## src/rtl/seq_logic_unit.sv

```systemverilog
// Multi-cycle AND/OR/XOR/NOR unit: SLICE bits per cycle, LSB slice first; optional SEQ_LOGIC_UNIT_POPCOUNT_EN.
// Latency K=WIDTH/SLICE cycles accept-to-out_valid; result held in DONE until out_ready.
// Backpressure: in_ready only in IDLE, out_valid only in DONE, both decoded from state.
module seq_logic_unit #(
  parameter int WIDTH = 32,
  parameter int SLICE = 8
) (
  input  logic             clk,
  input  logic             rst,
  input  logic             in_valid,
  output logic             in_ready,
  input  logic [1:0]       op,
  input  logic [WIDTH-1:0] a,
  input  logic [WIDTH-1:0] b,
  output logic             out_valid,
  input  logic             out_ready,
  output logic [WIDTH-1:0] result,
  output logic             zero
`ifdef SEQ_LOGIC_UNIT_POPCOUNT_EN
  ,
  output logic [$clog2(WIDTH+1)-1:0] popcount
`endif
);

  localparam int K    = WIDTH / SLICE;
  localparam int IDXW = (K > 1) ? $clog2(K) : 1;
  localparam logic [IDXW-1:0] LAST = IDXW'(K - 1);

  typedef enum logic [1:0] {IDLE, BUSY, DONE} state_t;

  state_t           state, state_nxt;
  logic [IDXW-1:0]  idx;
  logic [WIDTH-1:0] a_q, b_q;
  logic [1:0]       op_q;
  logic [SLICE-1:0] a_sl, b_sl, slice_res;
  logic [WIDTH-1:0] result_nxt;
  logic             last, accept;

  assign last   = (idx == LAST);
  assign accept = in_valid && in_ready;

  always_ff @(posedge clk) begin
    if (rst) state <= IDLE;
    else     state <= state_nxt;
  end

  always_comb begin
    state_nxt = state;
    in_ready  = 1'b0;
    out_valid = 1'b0;
    case (state)
      IDLE: begin
        in_ready = 1'b1;
        if (in_valid) state_nxt = BUSY;
      end
      BUSY: begin
        if (last) state_nxt = DONE;
      end
      DONE: begin
        out_valid = 1'b1;
        if (out_ready) state_nxt = IDLE;
      end
      default: state_nxt = IDLE;
    endcase
  end

  always_comb begin
    a_sl = a_q[int'(idx)*SLICE +: SLICE];
    b_sl = b_q[int'(idx)*SLICE +: SLICE];
    case (op_q)
      2'b00:   slice_res = a_sl & b_sl;
      2'b01:   slice_res = a_sl | b_sl;
      2'b10:   slice_res = a_sl ^ b_sl;
      default: slice_res = ~(a_sl | b_sl);
    endcase
    result_nxt = result;
    result_nxt[int'(idx)*SLICE +: SLICE] = slice_res;
  end

`ifdef SEQ_LOGIC_UNIT_POPCOUNT_EN
  localparam int PCW = $clog2(WIDTH + 1);

  function automatic logic [PCW-1:0] count_ones(input logic [SLICE-1:0] v);
    logic [PCW-1:0] sum;
    sum = '0;
    for (int i = 0; i < SLICE; i++) sum = sum + PCW'(v[i]);
    return sum;
  endfunction

  always_ff @(posedge clk) begin
    if (rst || accept)       popcount <= '0;
    else if (state == BUSY)  popcount <= popcount + count_ones(slice_res);
  end
`endif

  always_ff @(posedge clk) begin
    if (rst) begin
      idx    <= '0;
      result <= '0;
      zero   <= 1'b0;
      a_q    <= '0;
      b_q    <= '0;
      op_q   <= 2'b00;
    end else if (accept) begin
      idx    <= '0;
      result <= '0;
      zero   <= 1'b0;
      a_q    <= a;
      b_q    <= b;
      op_q   <= op;
    end else if (state == BUSY) begin
      result <= result_nxt;
      idx    <= last ? '0 : idx + 1'b1;
      // zero must reflect the slice being written this cycle, hence result_nxt
      if (last) zero <= (result_nxt == '0);
    end
  end

endmodule

```

## config.mk

```make
export PLATFORM = sky130hd
export DESIGN_NAME = seq_logic_unit
export DESIGN_NICKNAME = d
export VERILOG_FILES = /design/src/rtl/seq_logic_unit.sv
export SDC_FILE = /design/constraint.sdc
export NUM_CORES = 1
export LEC_CHECK = 0
export CAP_MARGIN = 20
export CORE_AREA = 10 10 121 123
export CTS_CLUSTER_SIZE = 30
export DETAILED_ROUTE_END_ITERATION = 8
export DIE_AREA = 0 0 131 133
export SLEW_MARGIN = 20
export SYNTH_ARGS = -nofsm -noshare
export SYNTH_HDL_FRONTEND = slang
export SYNTH_SLANG_ARGS = --single-unit
```

## constraint.sdc

```tcl
create_clock -name clk -period 8.65 [get_ports clk]
set_clock_uncertainty 0.15 [all_clocks]
set_input_delay 0.865 -clock clk [delete_from_list [all_inputs] [get_ports clk]]
set_output_delay 0.865 -clock clk [all_outputs]
set_load 0.05 [all_outputs]
```

# [After elaboration in Yosys (flattened, before gate mapping)]
# Cells that the tools add are included.
[totals] out_inout_bits=35 regBits=103 elab_cells=41 inputBits=70
[op_classes] reduce_logical=7 n_eq_ne=8 bitwise=4 shifts=4 muxes=9 add_sub_neg=2
[op_table] op="32-bit by 6-bit indexed part select with 8-bit output" count=2
[op_table] op="5-bit negation with 33-bit output" count=1
[op_table] op="8-bit by 33-bit variable shift with 32-bit output, first input constant" count=1
[op_table] op="8-bit by 33-bit indexed part select with 32-bit output" count=1
[op_table] op="32-bit bitwise mux" count=1
[op_table] op="32-bit logical NOT" count=1
[op_table] op="8-bit one-hot mux with 3 select lines" count=1
[op_table] op="8-bit bitwise AND" count=1
[op_table] op="2-bit 2-to-1 mux" count=4
[op_table] op="8-bit NOT" count=1
[op_table] op="8-bit bitwise OR" count=1
[op_table] op="8-bit XOR" count=1
[op_table] op="2-bit equality test, second input constant" count=3
[op_table] op="2-bit != test, second input constant" count=3
[op_table] op="2-bit one-hot mux with 3 select lines" count=1
[op_table] op="2-bit by 1-bit equality test with 1-bit output, second input constant" count=2
[op_table] op="2-bit logical NOT" count=2
[op_table] op="3-bit AND reduction" count=1
[op_table] op="2-bit by 1-bit adder with 2-bit output, second input constant" count=1
[op_table] op="1-bit 2-to-1 mux" count=2
[op_table] op="2-bit AND reduction" count=1
[op_table] op="2-bit OR reduction" count=1
[op_table] op="1-bit logical AND" count=1

# [Longest topological paths before layout]
# Gate-level depths: netlist of the first run.
[logic_depth] ltp_word=7 ltp_mapped=11

# [Least setup slack after synthesis of the first run]
# Ideal clock, no wire load.
[synth_timing] path_type="reg-to-reg" from="reg idx[0]" to="reg zero" setup_slack_ns=5.733 arrival_ns=2.698 required_ns=8.431 period_less_slack_ns=2.917 stages_incl_launch_ff=10 setup_ns=0.069 path_cell_list="dfxtp_1 -> buf_1 -> mux4_2 -> ha_1 -> and2b_4 -> nor3_1 -> a21oi_2 -> o41a_1 -> a2bb2oi_1 -> o21ai_1"
[synth_between] elab_chain_len=7 elab_cells_between_ends=14 classes_between="add/sub (1); eq/ne (1); shift (4); mux (2); bitwise (4); reduce/logical (2)"
[synth_rtl] item="start: declaration" line_no="32" source="logic [IDXW-1:0] idx;"
[synth_rtl] item="start signal: assignment" line_no="113" source="idx <= last ? '0 : idx + 1'b1;"
[synth_rtl] item="32-bit by 6-bit indexed part select with 8-bit output, on equally long branches" line_no="68, 69"
[synth_rtl] item="8-bit bitwise OR" line_no="72, 74"
[synth_rtl] item="8-bit NOT" line_no="74" source="default: slice_res = ~(a_sl | b_sl);"
[synth_rtl] item="8-bit one-hot mux with 3 select lines" line_no="70" source="case (op_q)"
[synth_rtl] item="8-bit by 33-bit indexed part select with 32-bit output" line_no="77" source="result_nxt[int'(idx)*SLICE +: SLICE] = slice_res;"
[synth_rtl] item="32-bit bitwise mux" line_no="77"
[synth_rtl] item="32-bit logical NOT" line_no="115" source="if (last) zero <= (result_nxt == '0);"
[synth_rtl] item="end signal: assignment" line_no="115"
[synth_rtl] item="end: declaration" line_no="18" source="output logic zero"
# Several ways; a longest one is shown, not always the timed one.
# A chain may end at the register's enable or synchronous reset.

# [Worst setup path in the final report of the first run]
# Ends and elaborated chain as after synthesis.

==> qor.csv, run 1 <==
metric,value,unit
Util after Layout,49.65,%
most frequent cells in the layout,"nand2_1, dfxtp_1, clkdlybuf4s50_1, a21oi_1, nor2_1",
Storage cell area,0.002062,mm^2
First-pass DRT Iterations,4,
routed len/inst,15.66,um
CP Cell Sequence,"buf_4, mux4_2, inv_1, ha_1, mux2_2, nand2_1, o21ai_0, a22oi_1, nand4_1, o21ai_1",
"Hold Vio Cnt, Final",0,
setup TNS,0,ps
Post-CTS Setup Repair Bufs,0,
Power Total,1.056,mW
Via-to-Cell Ratio,4.994,
Tmin final,3382,ps
Initial Utilization,38.57,%
clock latency on the worst-skew pair,350,ps
Leak,2.220,nW
synthesized instance count,562,
slowest CP cell,dfxtp_1,
clock buffer depth,2,
CTS Buf Count,9,
initial antenna violation count,0,
Setup CP Type,reg2reg,
final worst-path cycle share,39.10,%
internal reg-to-reg setup slack,5270,ps
DRT Wirelength,12860,um
"Distinct cells, synth",39,
number of global-route vias before repair,4159,
# port buffers,104,
die height,133,um
sequential share of the synthesized area,43.24,%
grt ovf,0,
Synth Register Bits,103,
"Max FO, Critical Path",13,
worst-margin pin slew,961.5,ps
synthesized area,0.004768,mm^2
DPL Wire Length,9616,um
element type at the critical path end,register,
final cell count without fillers,821,
Mapped Avg Cell Area,8.485,um^2
crit path from,idx[0],
H-tree depth,3,
data arrival time of the critical path,3510,ps
Max Slew Vio Count,0,
RSZ-0062 raised after global routing,no,
Peak VDD IR,99.38,uV
Rel. slew slack,35.81,%
TritonCTS clock tree,built,
RD Place Congestion,0.8354,
status,"complete, no violations",
root buffer cell,clkbuf_16,
DR iter-0 viols,338,
die width,131,um
# fillers,1209,
Total GRT Usage,14.78,%
critical path startpoint category,register,
clock slew at reported path FFs,80,ps
clk sinks,103,
placed instance count,805,
Area Overhead vs Synth,28.73,%
Synthesized Nets,654,
largest net degree at the start of global routing,71,
core area,0.01236,mm^2
Final Setup Violations,0,
hold path start,a_q[25],
reg2reg start,idx[0],
row count,41,
maxcap violations,0,
Nets,736,
Die ar.,0.01742,mm^2
fmax,0.2957,GHz
CP max stage delay,740,ps
Ports,105,
Ys Warns,0,
CTS Hold Bufs,0,
via count,4100,
CTS resizes,0,
Ant. Diodes,0,
first-pass GRT wire length,20810,um
worst endpoint required time,8770,ps
Hold Path Class,reg2reg,
DRC,0,
post-route ant nets,0,
"commonest non-fill, non-tap cell in the layout",nand2_1,
share of cells above drive strength 1,8.166,%
pwr dens,172.1,mW/mm^2
area of the multi-input gates,0.002441,mm^2
-- cells in the mapped netlist --
master     count  area [um^2]
clkbuf_1      23        86.33
o22ai_1        1        6.260
and2_1         1        6.260
nor3_1         3        15.01
o41a_1         1        11.26
nor4_1         7        43.79
nor2b_2        1        8.760
a211o_2        1        10.01
o21ai_2        1        8.760
ha_1          22        275.3
buf_1          5        18.77
nand2_1      155        581.8
o21ai_0        8        40.04
clkbuf_8       3        41.29
buf_6          1        11.26
mux2_2         2        22.52
buf_12         1        20.02
nand2_2        1        6.260
nand3_1        3        15.01
o21ai_1        5        25.02
o2111ai_1      1        8.760
nand4_1        3        18.77
nor4_2         1        12.51
a22oi_1       33        247.7
mux4_2        16        360.4
inv_1         22        82.58
a21oi_2        1        8.760
a2bb2oi_1      1        8.760
and2b_4        1        10.01
nor2_1        44        165.2
nor2b_1        2        12.51
dfxtp_1      103         2062
buf_2          3        15.01
nand2b_1       4        25.02
a21oi_1       74        370.4
a2111oi_2      1        15.01
mux2_4         5        75.07
o21bai_1       1        7.510
nand4b_1       1        8.760
-- critical path, delay by kind of cell, from the launching register on --
family	cells	cell delay, ps
compound gates	3	750
fa+ha+maj	1	240
buf+inv	2	460
flops	1	740
mux	2	810
simple gates	2	180
-- cells by family after synthesis --
kind of cell / count (synthesis) / synth area share (%)
compound gates: 129 / 16.11
fa+ha+maj: 22 / 5.773
buf+inv: 58 / 5.773
flops: 103 / 43.24
mux: 23 / 9.604
simple gates: 227 / 19.50
-- per-layer routing --
| metal | vias to the layer above | routed length (um) | global-route usage, % |
|---|---|---|---|
| met2 | 102 | 6014 | 23.40 |
| met5 | - | 0 | 0 |
| met4 | 0 | 153 | 4.574 |
| met3 | 9 | 754 | 3.995 |
| li1 | 2079 | - | - |
| met1 | 1910 | 5934 | 18.99 |
-- per-stage QoR --
step / hold slack (ps) / cell area [um^2] / setup slack [ps]
floorplan: 283.1 / 4768 / 5733
CTS: 306.7 / 6137 / 5206
finish: 304.7 / 6138 / 5268
global route: 326.5 / 6138 / 4985
detailed placement: 296.9 / 5858 / 5237
global placement: 290.7 / 5853 / 5284
-- flip-flops by register name, indices dropped and copies added (netlist names) --
| signal | cells |
|---|---|
| a_q | 32 |
| b_q | 32 |
| result | 32 |
| idx | 2 |
| op_q | 2 |
| state | 2 |
| zero | 1 |
-- worst paths after layout --
path,endpoint,depth (start not counted)
hold reg to reg,a_q[25],2
setup / recovery,zero,10
setup reg to reg,zero,10
hold / removal,a_q[25],2
-- area by class of cell --
class	count	share of cell area, %
flip-flops and latches	103	33.59
repair buffers	107	17.24
clock inverters	7	0.8765
inverters	22	1.345
clock buffers	9	3.669
multi-input cells	401	39.77
well taps	172	3.506
-- report_power, final --
group	total, mW	leakage, nW	internal, mW	switching (mW)
Sequential	0.511	0.841	0.495	0.0165
Combinational	0.161	1.25	0.0764	0.0841
Clock	0.385	0.129	0.198	0.187
Total	1.06	2.22	0.769	0.287
Note: power is estimated with default switching activity, not from simulation.
==> run 2, diff against run 1 <==
==> constraint.sdc (replaced) <==
create_clock -name clk -period 3.38 [get_ports clk]
set_clock_uncertainty 0.15 [all_clocks]
set_input_delay 0.338 -clock clk [delete_from_list [all_inputs] [get_ports clk]]
set_output_delay 0.338 -clock clk [all_outputs]
set_load 0.05 [all_outputs]
==> run 2 against run 1 <==
Effect of this change:
- setup slack got worse by 4900 ps
- die area did not move
- first-iteration DRC count fell by 1.5%
- register-to-register slack got worse by 4900 ps
- critical path depth did not move
- critical path type unchanged
- critical endpoint unchanged
- highest routed layer unchanged
==> qor.csv, run 2 (same netlist as run 1, synthesis figures left out) <==
metric,value,unit
RD Place Congestion,0.8386,
P_sw,0.7362,mW
Setup CP Type,reg2reg,
Area Overhead vs Synth,30.41,%
reg2reg start,idx[0],
Internal Power,2.123,mW
Util after Layout,50.30,%
DRC,0,
worst-margin pin slew,906.6,ps
element type at the critical path end,register,
clk sinks,103,
Setup crit end,zero,
row count,41,
die width,131,um
TritonCTS clock tree,built,
Rel. slew slack,38.92,%
CTS resizes,0,
pre-CTS WS,358.5,ps
H-tree depth,3,
final cell count without fillers,824,
DRT Wirelength,13140,um
final worst slack,321.6,ps
Final Setup Violations,0,
Tmin final,3058,ps
Post-CTS Setup Repair Bufs,0,
Gate power share,14.7,%
die height,133,um
status,"complete, no violations",
placed instance count,808,
CTS Buf Count,9,
Peak VDD IR,221.5,uV
final instance area,0.006218,mm^2
fmax,0.3270,GHz
Die ar.,0.01742,mm^2
pwr dens,459.7,mW/mm^2
via count,4166,
Initial Utilization,38.57,%
share of cells above drive strength 1,8.589,%
internal reg-to-reg setup slack,320,ps
core area,0.01236,mm^2
number of global-route vias before repair,4255,
first-pass GRT wire length,21470,um
placed inst area,0.005888,mm^2
# port buffers,104,
DR iter-0 viols,333,
maxcap violations,0,
reg2reg end,zero,
Via-to-Cell Ratio,5.056,
Seq pwr share,45.7,%
top routing layer used,met4,
clock slew at reported path FFs,70,ps
root buffer cell,clkbuf_16,
Ant. Diodes,0,
"commonest non-fill, non-tap cell in the layout",nand2_1,
final worst-path cycle share,90.49,%
crit path from,idx[0],
First-pass DRT Iterations,5,
Leak,2.263,nW
share of power burned in the clock network,39.6,%
critical path startpoint category,register,
routed len/inst,15.95,um
Ports,105,
largest net degree at the start of global routing,70,
clock latency on the worst-skew pair,350,ps
top flop regs,"a_q x32, b_q x32, result x32",
setup TNS,0,ps
Max Slew Vio Count,0,
Total GRT Usage,15.31,%
CTS Hold Bufs,0,
switching share of power,25.75,%
Nets,739,
worst endpoint required time,3510,ps
area of the multi-input gates,0.002435,mm^2
initial antenna violation count,0,
post-route ant nets,0,
grt ovf,0,
clock buffer depth,2,
Hold Path Class,reg2reg,
"Max FO, Critical Path",19,
met3 WL post-DR,794,um
met1 wire length,6219,um
"Hold Vio Cnt, Final",0,
data arrival time of the critical path,3180,ps
Storage cell area,0.002062,mm^2
RSZ-0062 raised after global routing,no,
DPL Wire Length,9743,um
reg2reg path depth,10,
most frequent cells in the layout,"nand2_1, dfxtp_1, clkdlybuf4s50_1, a21oi_1, nor2_1",
# fillers,1204,
metal2 WL,5944,um
-- run 2: cell count changes in the layout (fill, tap and decap cells not counted), moves of 2 or more --
cell,change
clkinv_4,+3
inv_6,-3
buf_4,+2
bufinv_16,+2
clkinvlp_4,-2
-- run 2: power groups by stage --
stage | clock network, mW | registers [mW] | logic (mW)
global route | 1.20 | 1.31 | 0.469
CTS | 1.15 | 1.31 | 0.424
floorplan | 0 | 1.32 | 0.277
detailed placement | 0 | 1.33 | 0.423
global placement | 0 | 1.33 | 0.413
finish | 1.13 | 1.31 | 0.421
-- run 2: metal layers --
layer  vias up  GRT usage, %
met1      1953         20.25
li1       2088             -
met4         0         5.377
met2       110         23.20
met3        15         4.275
met5         -             0
-- run 2: worst max-delay path, stage by stage (launching register included) --
cell and delay [ps]:
dfxtp_1 500, buf_12 230, mux4_2 530, inv_1 70
ha_1 220, mux2_4 260, nand2_1 70, o21ai_1 190
o41a_1 470, a2bb2oi_1 130, o21ai_1 130
-- run 2: worst min-delay path by stage --
stage	start	endpoint	slack (ps)	depth (start not counted)
6_report	b_q[23]	b_q[23]	300	2
5_1_grt	b_q[19]	b_q[19]	320	2
4_1_cts	b_q[19]	b_q[19]	300	2
3_5_place_dp	b_q[19]	b_q[19]	290	2
3_3_place_gp	a_q[3]	a_q[3]	290	2
2_1_floorplan	a_q[16]	a_q[16]	280	2
-- run 2: cell type report --
type / count / share of cell area [%]
Sequential cell: 103 / 33.16
Clock inverter: 7 / 1.690
Inverter: 22 / 1.328
Timing Repair Buffer: 110 / 17.59
Clock buffer: 9 / 3.622
Multi-Input combinational cell: 401 / 39.16
Tap cell: 172 / 3.461
-- run 2: through the flow --
step | hold WS (ps) | total power [mW]
2_1_floorplan | 283.1 | 1.596
3_3_place_gp | 291.9 | 1.745
3_5_place_dp | 293.3 | 1.755
4_1_cts | 303.7 | 2.879
5_1_grt | 319.2 | 2.976
6_report | 304.8 | 2.859
==> run 3, diff against run 2 <==
--- a/config.mk
+++ b/config.mk
@@ -6,10 +6,11 @@
 export NUM_CORES = 1
 export LEC_CHECK = 0
 export CAP_MARGIN = 20
-export CORE_AREA = 10 10 121 123
+export CORE_AREA = 2 2 113 115
 export CTS_CLUSTER_SIZE = 30
 export DETAILED_ROUTE_END_ITERATION = 8
-export DIE_AREA = 0 0 131 133
+export DIE_AREA = 0 0 115 117
+export SKIP_LAST_GASP = 1
 export SLEW_MARGIN = 20
 export SYNTH_ARGS = -nofsm -noshare
 export SYNTH_HDL_FRONTEND = slang
==> run 3 against run 2 <==
Effect of this change:
- clock power about the same
- count of clock-buffer cells in the layout increased by 1
- worst hold slack got worse by 2.0 ps
- combinational power about the same
- register-to-register slack improved by 170 ps
- die area decreased by 23%
- sequential power about the same
- non-clock buffer count unchanged
- via count decreased by 1.1%
- sequential share of layout area increased by 0.11 points
- maximum frequency increased by 5.9%
==> qor.csv, run 3 (same netlist as run 1, synthesis figures left out) <==
metric,value,unit
top flop regs,"a_q x32, b_q x32, result x32",
CP max stage delay,570,ps
Max Slew Vio Count,0,
reg2reg end,zero,
Hold Path Class,reg2reg,
Tmin final,2888,ps
core area,0.01231,mm^2
DRT Wirelength,12190,um
critical path startpoint category,register,
die height,117,um
Crit path depth,10,
TritonCTS clock tree,built,
Power Total,2.875,mW
die width,115,um
DRC,0,
Ant. Diodes,0,
routed len/inst,15.19,um
Leak,2.271,nW
clk sinks,103,
most frequent cells in the layout,"nand2_1, dfxtp_1, clkdlybuf4s50_1, a21oi_1, nor2_1",
First-pass DRT Iterations,5,
"commonest non-fill, non-tap cell in the layout",nand2_1,
# fillers,1153,
pwr dens,463.9,mW/mm^2
slowest CP cell,mux4_2,
final worst-path cycle share,85.43,%
Rel. slew slack,41.86,%
share of cells above drive strength 1,8.589,%
"Hold Vio Cnt, Final",0,
most frequent CP cell,o21ai_0,
Die ar.,0.01346,mm^2
Post-CTS Setup Repair Bufs,0,
Setup crit end,zero,
CTS Hold Bufs,0,
worst-margin pin slew,870.9,ps
hold path start,a_q[28],
Setup CP Type,reg2reg,
grt ovf,0,
CP Cell Sequence,"buf_12, mux4_2, inv_1, ha_1, mux2_2, nand2_1, o21ai_0, o21ai_0, nand4_1, o21ai_1",
Nets,739,
element type at the critical path end,register,
DPL Wire Length,8774,um
reg2reg path depth,10,
initial antenna violation count,0,
row count,41,
Via-to-Cell Ratio,5.137,
internal reg-to-reg setup slack,490,ps
data arrival time of the critical path,3010,ps
setup TNS,0,ps
reg2reg start,idx[0],
Total GRT Usage,18.27,%
CTS Buf Count,9,
post-route ant nets,0,
status,"complete, no violations",
RD Place Congestion,0.8381,
RSZ-0062 raised after global routing,no,
CTS resizes,0,
clock latency on the worst-skew pair,340,ps
via count,4120,
Initial Utilization,38.73,%
clock slew at reported path FFs,70,ps
crit path from,idx[0],
critical path buffer and inverter count,2,
Final Setup Violations,0,
Area Overhead vs Synth,29.97,%
maxcap violations,0,
first-pass GRT wire length,19040,um
fmax,0.3463,GHz
H-tree depth,3,
Ports,105,
Crit path max-delay family,multiplexers,
DR iter-0 viols,223,
"Max FO, Critical Path",25,
# port buffers,104,
Peak VDD IR,253.4,uV
number of global-route vias before repair,3681,
clock buffer depth,2,
largest net degree at the start of global routing,70,
worst endpoint required time,3500,ps
root buffer cell,clkbuf_16,
-- run 3: worst reg2reg max path: stages, from the launching register on --
cell and delay (ps):
dfxtp_1 350, buf_12 220, mux4_2 570, inv_1 80
ha_1 220, mux2_2 260, nand2_1 60, o21ai_0 310
o21ai_0 330, nand4_1 120, o21ai_1 150
-- run 3: stage by stage --
| stage | std cells | setup WS [ps] | hold slack [ps] | instance area, um^2 | utilization [%] |
|---|---|---|---|---|---|
| floorplan | 562 | 463.4 | 283.1 | 4768 | - |
| global placement | 786 | 571.9 | 290.4 | 5861 | 47.60 |
| detailed placement | 786 | 544.9 | 295.1 | 5861 | 47.60 |
| CTS | 802 | 527.5 | 304.4 | 6197 | 50.34 |
| global route | 802 | 331.2 | 324.7 | 6197 | 50.34 |
| finish | 802 | 492.5 | 302.7 | 6197 | 50.34 |
-- run 3: worst min-delay path by stage --
| stage | endpoint | depth (start not counted) | slack (ps) |
|---|---|---|---|
| after floorplan | a_q[16] | 2 | 280 |
| after global placement | a_q[3] | 2 | 290 |
| after detailed placement | a_q[28] | 2 | 300 |
| after CTS | a_q[28] | 2 | 300 |
| after global routing | a_q[26] | 2 | 320 |
| final | a_q[28] | 2 | 300 |
-- run 3: layer usage --
metal	wire [um]	global-route usage, %	vias to the layer above
met2	5602	28.27	118
li1	-	-	2100
met3	608	2.832	11
met4	174	6.024	0
met5	0	0	-
met1	5799	26.23	1891
-- run 3: final cells by class --
type	instances	area, um^2	share of cell area (%)
clock buffer	10	239.0	3.856
clock inverter	6	97.59	1.575
inverter	22	82.58	1.333
multi-input combinational	401	2435	39.29
sequential	103	2062	33.27
tap	150	187.7	3.028
timing repair buffer	110	1094	17.65
-- run 3: report_power, final --
part / switching (mW) / internal (mW)
registers: 0.0371 / 1.27
clock network: 0.468 / 0.681
logic: 0.224 / 0.199
